===== src/rtl/mem_access_unit.sv =====
// mem_access_unit: load/store unit between the datapath and a word-wide data memory.
// It takes one request at a time. Sub-word stores are done as read-modify-write.
// Byte order is big-endian: byte offset 0 is bits [31:24].
//
// Handshake: the request fields are sampled on the clock edge where start=1 and the
// unit is idle (busy=0). A start seen while busy is dropped and never queued. Each
// accepted request produces exactly one done pulse, one cycle long, and err is valid
// in that cycle. A reset that arrives mid-request aborts it with no done pulse.
module mem_access_unit #(
  parameter int MEM_AW = 32
) (
  input  logic              clk,
  input  logic              rst,
  input  logic              start,
  input  logic              is_store,
  input  logic [1:0]        size,
  input  logic              sign_ext,
  input  logic [31:0]       addr,
  input  logic [31:0]       st_data,
  output logic [31:0]       ld_data,
  output logic              done,
  output logic              busy,
  output logic              err,
  output logic [MEM_AW-1:0] m_addr,
  output logic [31:0]       m_wd,
  output logic              m_we,
  input  logic [31:0]       m_rd,
  output logic [1:0]        dbg_state
);

  typedef enum logic [1:0] {
    S_IDLE = 2'd0,
    S_RD   = 2'd1,
    S_WR   = 2'd2,
    S_DONE = 2'd3
  } state_t;

  localparam logic [1:0] SZ_BYTE = 2'b00;
  localparam logic [1:0] SZ_HALF = 2'b01;
  localparam logic [1:0] SZ_WORD = 2'b10;
  localparam logic [1:0] SZ_ILL  = 2'b11;

  state_t      r_state;
  logic        r_is_store;
  logic [1:0]  r_size;
  logic        r_sign_ext;
  logic [31:0] r_addr;
  logic [31:0] r_st_data;
  logic [31:0] r_old_word;
  logic [31:0] r_ld_data;
  logic        r_err;

  logic        w_misaligned;
  logic [7:0]  w_byte;
  logic [15:0] w_half;
  logic [31:0] w_ld_ext;
  logic [31:0] w_wd;

  // Classify the incoming request; only meaningful while idle with start high.
  always_comb begin
    w_misaligned = 1'b0;
    if (size == SZ_ILL) begin
      w_misaligned = 1'b1;
    end else if ((size == SZ_HALF) && addr[0]) begin
      w_misaligned = 1'b1;
    end else if ((size == SZ_WORD) && (addr[1:0] != 2'b00)) begin
      w_misaligned = 1'b1;
    end
  end

  // Pick the addressed byte/half out of the read word and extend it to 32 bits.
  always_comb begin
    w_byte   = 8'h00;
    w_half   = 16'h0000;
    w_ld_ext = m_rd;
    case (r_addr[1:0])
      2'd0:    w_byte = m_rd[31:24];
      2'd1:    w_byte = m_rd[23:16];
      2'd2:    w_byte = m_rd[15:8];
      default: w_byte = m_rd[7:0];
    endcase
    w_half = r_addr[1] ? m_rd[15:0] : m_rd[31:16];
    case (r_size)
      SZ_BYTE: w_ld_ext = {{24{r_sign_ext & w_byte[7]}}, w_byte};
      SZ_HALF: w_ld_ext = {{16{r_sign_ext & w_half[15]}}, w_half};
      default: w_ld_ext = m_rd;
    endcase
  end

  // Build the write word: a full-word store passes st_data through; sub-word
  // stores splice the new lane into the word read in the RD state.
  always_comb begin
    w_wd = r_st_data;
    if (r_size == SZ_BYTE) begin
      w_wd = r_old_word;
      case (r_addr[1:0])
        2'd0:    w_wd[31:24] = r_st_data[7:0];
        2'd1:    w_wd[23:16] = r_st_data[7:0];
        2'd2:    w_wd[15:8]  = r_st_data[7:0];
        default: w_wd[7:0]   = r_st_data[7:0];
      endcase
    end else if (r_size == SZ_HALF) begin
      w_wd = r_old_word;
      if (r_addr[1]) begin
        w_wd[15:0] = r_st_data[15:0];
      end else begin
        w_wd[31:16] = r_st_data[15:0];
      end
    end
  end

  // Request FSM: latch on accept, read, optional write, then one DONE cycle.
  always_ff @(posedge clk) begin
    if (rst) begin
      r_state    <= S_IDLE;
      r_is_store <= 1'b0;
      r_size     <= 2'b00;
      r_sign_ext <= 1'b0;
      r_addr     <= 32'h0;
      r_st_data  <= 32'h0;
      r_old_word <= 32'h0;
      r_ld_data  <= 32'h0;
      r_err      <= 1'b0;
    end else begin
      case (r_state)
        S_IDLE: begin
          if (start) begin
            r_is_store <= is_store;
            r_size     <= size;
            r_sign_ext <= sign_ext;
            r_addr     <= addr;
            r_st_data  <= st_data;
            if (w_misaligned) begin
              r_err   <= 1'b1;
              r_state <= S_DONE;
            end else begin
              r_err <= 1'b0;
              if (is_store && (size == SZ_WORD)) begin
                r_state <= S_WR;
              end else begin
                r_state <= S_RD;
              end
            end
          end
        end
        S_RD: begin
          if (r_is_store) begin
            r_old_word <= m_rd;
            r_state    <= S_WR;
          end else begin
            r_ld_data <= w_ld_ext;
            r_state   <= S_DONE;
          end
        end
        S_WR: begin
          r_state <= S_DONE;
        end
        default: begin
          r_state <= S_IDLE;
        end
      endcase
    end
  end

  // Status and memory-port outputs are decoded from the registered state.
  // m_we is gated by rst so that a reset in the WR cycle blocks the write.
  always_comb begin
    done      = (r_state == S_DONE);
    busy      = (r_state != S_IDLE);
    m_we      = (r_state == S_WR) & ~rst;
    err       = r_err;
    ld_data   = r_ld_data;
    m_addr    = MEM_AW'(r_addr >> 2);
    m_wd      = w_wd;
    dbg_state = r_state;
  end

endmodule


===== config.mk =====
export PLATFORM = sky130hd
export DESIGN_NAME = mem_access_unit
export DESIGN_NICKNAME = d
export VERILOG_FILES = /design/src/rtl/mem_access_unit.sv
export SDC_FILE = /design/constraint.sdc
export NUM_CORES = 1
export LEC_CHECK = 0
export CELL_PAD_IN_SITES_DETAIL_PLACEMENT = 1
export CELL_PAD_IN_SITES_GLOBAL_PLACEMENT = 1
export CORE_MARGIN = 10
export CORE_UTILIZATION = 30
export CTS_BUF_LIST = sky130_fd_sc_hd__clkbuf_4 sky130_fd_sc_hd__clkbuf_8
export CTS_CLUSTER_SIZE = 30
export DETAILED_ROUTE_END_ITERATION = 6
export GPL_ROUTABILITY_DRIVEN = 0
export GPL_TIMING_DRIVEN = 0
export MAX_ROUTING_LAYER = met4
export PLACE_DENSITY = 0.8
export SLEW_MARGIN = 10
export SYNTH_ARGS = -nofsm -noshare
export SYNTH_HDL_FRONTEND = slang
export SYNTH_SLANG_ARGS = --single-unit
export TNS_END_PERCENT = 50

===== constraint.sdc =====
create_clock -name clk -period 2.2 [get_ports clk]
set_input_delay 0.66 -clock clk [delete_from_list [all_inputs] [get_ports clk]]
set_output_delay 0.66 -clock clk [all_outputs]
set_load 0.05 [all_outputs]

Yosys cells after proc, flatten, opt, wreduce, memory -nomap -nowiden
Cells that the tools add are included.
{"block": "totals", "output_inout_bits": 102, "inputBits": 103, "word_cells": 56, "regBits": 135}
{"block": "op_classes", "n_reduce_logical": 12, "n_eq_ne": 10, "muxes": 20, "bitwise_logic": 5}
{"op": "$mux W32", "n": 2}
{"op": "$pmux W32 S2", "n": 1}
{"op": "$mux W16", "n": 3}
{"op": "$mux W8", "n": 4}
{"op": "$pmux W8 S3", "n": 1}
{"op": "$eq A2 B2 Y1 const B", "n": 5}
{"op": "$eq A2 B1 Y1 const B", "n": 4}
{"op": "$logic_not A2 Y1", "n": 3}
{"op": "$mux W2", "n": 3}
{"op": "$pmux W2 S3", "n": 1}
{"op": "$reduce_and A2 Y1", "n": 3}
{"op": "$mux W1", "n": 5}
{"op": "$reduce_bool A2 Y1", "n": 2}
{"op": "$and A1 B1 Y1", "n": 3}
{"op": "$logic_and A1 B1 Y1", "n": 3}
{"op": "$reduce_or A3 Y1", "n": 1}
{"op": "$ne A2 B2 Y1 const B", "n": 1}
{"op": "$not A1 Y1", "n": 2}

Depth between registers and ports, before layout
{"block": "depth", "word_depth": 8, "ltp_mapped": 8, "ltp_nobuf": 6}

Least setup slack after synthesis
No wires, ideal clock.
{"block": "synth_timing", "kind": "register -> output", "from": "register r_size[0]", "to": "output m_wd[16]", "setup_slack_ns": -0.675, "path_stages_with_launch": 7, "n_path_buf": 2, "arrival_ns": 2.215, "cell_sequence": "dfxtp_1 -> buf_2 -> or2_2 -> nand2b_1 -> buf_2 -> mux2i_1 -> o21ai_0"}
{"block": "synth_between", "elab_chain_len": 3, "word_cells_on_any_way": 4}
{"item": "start, declared", "line": "45", "source": "logic [1:0] r_size;"}
{"item": "start signal, assigned", "line": "129", "source": "r_size <= size;"}
{"item": "$eq A2 B1 Y1", "line": "102", "source": "end else if (r_size == SZ_HALF) begin"}
{"item": "$mux W32", "line": "102"}
{"item": "$mux W32 (*)", "line": "94", "source": "if (r_size == SZ_BYTE) begin"}
{"item": "end, declared", "line": "25", "source": "output logic [31:0] m_wd,"}
Every way passes the cells marked *; elsewhere a longest branch is shown, timed or not.

Worst setup path after layout
{"block": "layout_timing", "from": "register r_size[0]", "to": "output m_wd[4]"}
The elaborated chain is that of the path after synthesis.

==> run summary <==
CTS tree - built
CP Data Arrival Time - 1.95 ns
N_diodes - 0
RSZ-0062 raised after global routing - yes
Layout cells sized above 1 - 25.8%
Tmin final - 2.61 ns
Outcome - finished with violations
First-pass GRT wire length - 41.0 mm
Top_reg_cell synth - dfxtp_1
Cells after synthesis - 799
Dpl ws - -1.14 ns
Failing checks - negative setup slack
R2r setup slk - 0.28 ns
Worst-path fanout max - 5
Cells on worst reg2reg path - 6
FF-to-FF End - r_st_data[1]
Vias - 6748
# nets final - 1154
Peak VDD IR - 0.536 mV
DRT iter0 DRCs - 317
Die Ht - 164 µm
Top cell type's share of synthesized area - 43.5%
Slew margin rel. - 46.1%
Final ANT Viol Nets - 0
Row count - 52
Fmax - 382 MHz
Largest net degree at the start of global routing - 17
Number of synthesized flops with an enable pin - 0
Clk_lat worst skew - 0.47 ns
Hold Slack - 0.453 ns
# setup viols final - 32
Critical Path End - m_wd[4]
Crit start category - register
Hold crit path type - reg -> reg
Setup Crit Path Kind - reg -> out
Critical Path RT - 1.54 ns
Finished Layout Cells - 1330
Max Cap Violations - 0
Max-slew violation count - 0
Period utilisation layout - 119%
Final setup margin - -0.415 ns
Total chip power - 11.5 mW
CTS buffer count - 17
Warnings, synthesis - 0
Clk sink count - 135
Reg clk slew, reported paths - 0.08 ns
Core region area - 0.0203 mm²
Final Hold Viols - 0
Residual DRC - 0
Initial Utilization - 30.6%
Grt total ovfl - 0
Area grow syn2layout - 57.3%
Seq cells post-synth - 135
Placed Area - 0.00866 mm²
GR Util All Layers - 20.6%
Distinct cells, synth - 45
Via count of the first global-routing pass - 7050
Worst slew pin tran - 0.808 ns
Register area share after synthesis - 43.5%
Die Width - 164 µm
Cell area after layout - 0.00977 mm²
Pleak - 3.80 nW
Post-Synthesis Cell Area - 0.00621 mm²
1st-pass router iterations - 5
Reg2reg start - dbg_state[0]
# hold bufs at CTS - 0
Number of vias per cell - 5.07
Inst Count DP - 1271
Placed wire-length estimate - 20.1 mm
I/O pins - 205
Final wirelength - 28.1 mm
Initial antenna violation count - 0
Highest metal used - met4
Cell accounting for the most synthesized area - dfxtp_1
Mean Syn Cell Area - 7.77 µm²
Count of port buffers added during placement - 201
Max clock buf depth - 2
Die area - 0.0269 mm²
CTS root buf - clkbuf_8
Clock Skew - 0.0153 ns
Routed length per placed instance - 21.1 µm
Area contributors post-synth - dfxtp_1, nand2_1, a21oi_1
Met3 wire length - 2.82 mm
M1 WL - 11.2 mm
Crit end category - output pin
Pwr dens - 1180 mW/mm²
H-Tree Depth - 4
Detailed-routed wire length on met2 - 13.4 mm
Ys async rst share - 0%
Critical Path Start - r_size[0]
[cell usage after synthesis (8+ instances only)]
cell / count
o21ai_0: 29
clkbuf_1: 46
a211oi_2: 10
nand2_1: 250
a211oi_1: 14
mux2_2: 15
buf_4: 33
o22ai_1: 23
nor2_1: 30
a21oi_1: 110
a22oi_1: 8
a2bb2oi_1: 9
mux2i_1: 10
dfxtp_1: 135
[through the flow]
| stage | utilization [%] | TNS, ns |
|---|---|---|
| 3_5_place_dp | 42.7 | -45.41 |
| 3_3_place_gp | 42.7 | -42.16 |
| 5_1_grt | 48.1 | -12.62 |
| 6_report | 48.1 | -10.44 |
| 2_1_floorplan | - | -3.17 |
| 4_1_cts | 47.0 | -10.35 |
[worst max-delay path: stages, from the launching register on]
cell and delay (ns):
dfxtp_4 0.36, or2_4 0.29, a21oi_4 0.21, buf_6 0.16
mux2_4 0.31, buf_8 0.15
[logic make-up (layout without fill, tap and decap cells)]
kind of cell | Yosys count | after routing | synth area share (%)
AO/OA/AOI/OAI | 220 | 221 | 22.1
other | 1 | 2 | 0.0604
adder cells (fa/ha/maj) | 4 | 4 | 0.806
AND/OR/NAND/NOR | 315 | 317 | 20.6
flip-flops | 135 | 135 | 43.5
buffers and inverters | 98 | 355 | 8.30
multiplexers | 26 | 26 | 4.57
[area by class of cell]
type | instances | area, µm²
Buffer | 89 | 587
Clock buffer | 18 | 241
Clock inverter | 14 | 175
Fill cell | 2430 | 10500
Inverter | 6 | 27.5
Multi-Input combinational cell | 570 | 3510
Sequential cell | 135 | 2720
Tap cell | 270 | 338
Timing Repair Buffer | 228 | 2180
[worst min path at each step]
stage                       start             to  cells after the start
floorplan           r_old_word[0]  r_old_word[0]                      2
global placement       ld_data[5]     ld_data[5]                      2
detailed placement     ld_data[3]     ld_data[3]                      2
CTS                    r_addr[27]     r_addr[27]                      2
global route           r_addr[27]     r_addr[27]                      2
finish                 ld_data[4]     ld_data[4]                      2
[placed cells by master, fill, tap and decap left out, types with 5 or more instances in the layout]
cell	count
mux2_2	8
buf_4	79
a211oi_1	14
mux2i_4	8
a2bb2oi_2	8
buf_8	8
o21ai_4	7
a21oi_1	102
o21ai_0	13
o22ai_2	7
nand3b_1	7
buf_6	33
inv_1	5
dfxtp_1	129
clkdlybuf4s50_1	101
mux2_4	8
dlygate4sd2_1	42
a21oi_2	8
a211oi_2	10
nor2_1	29
nand2_1	249
a22oi_2	8
clkbuf_4	5
clkbuf_1	35
clkbuf_8	21
o21ai_2	9
o22ai_1	15
o31ai_1	6
[what timing repair did]
item                       CTS  global route
gates cloned                 1             2
resized for setup          404            42
setup endpoints to repair  100            60
pin swaps                    7            16
buffers inserted            17            10
[sequential cells by signal, summed over array words and instances (netlist names)]
name and flops:
ld_data 32, r_addr 32, r_old_word 32, r_st_data 32, dbg_state 2, r_size 2
err 1, r_is_store 1, r_sign_ext 1
[layer usage]
layer	track usage [%]	vias up
met4	5.08	0
met5	-	-
met3	8.84	52
li1	-	3177
met1	22.8	3215
met2	33.7	304
[where the power goes]
part | switching (mW) | internal, mW
clock | 1.09 | 1.14
sequential | 0.366 | 2.93
combinational | 3.92 | 2.06
Note: power is estimated with default switching activity, not from simulation.
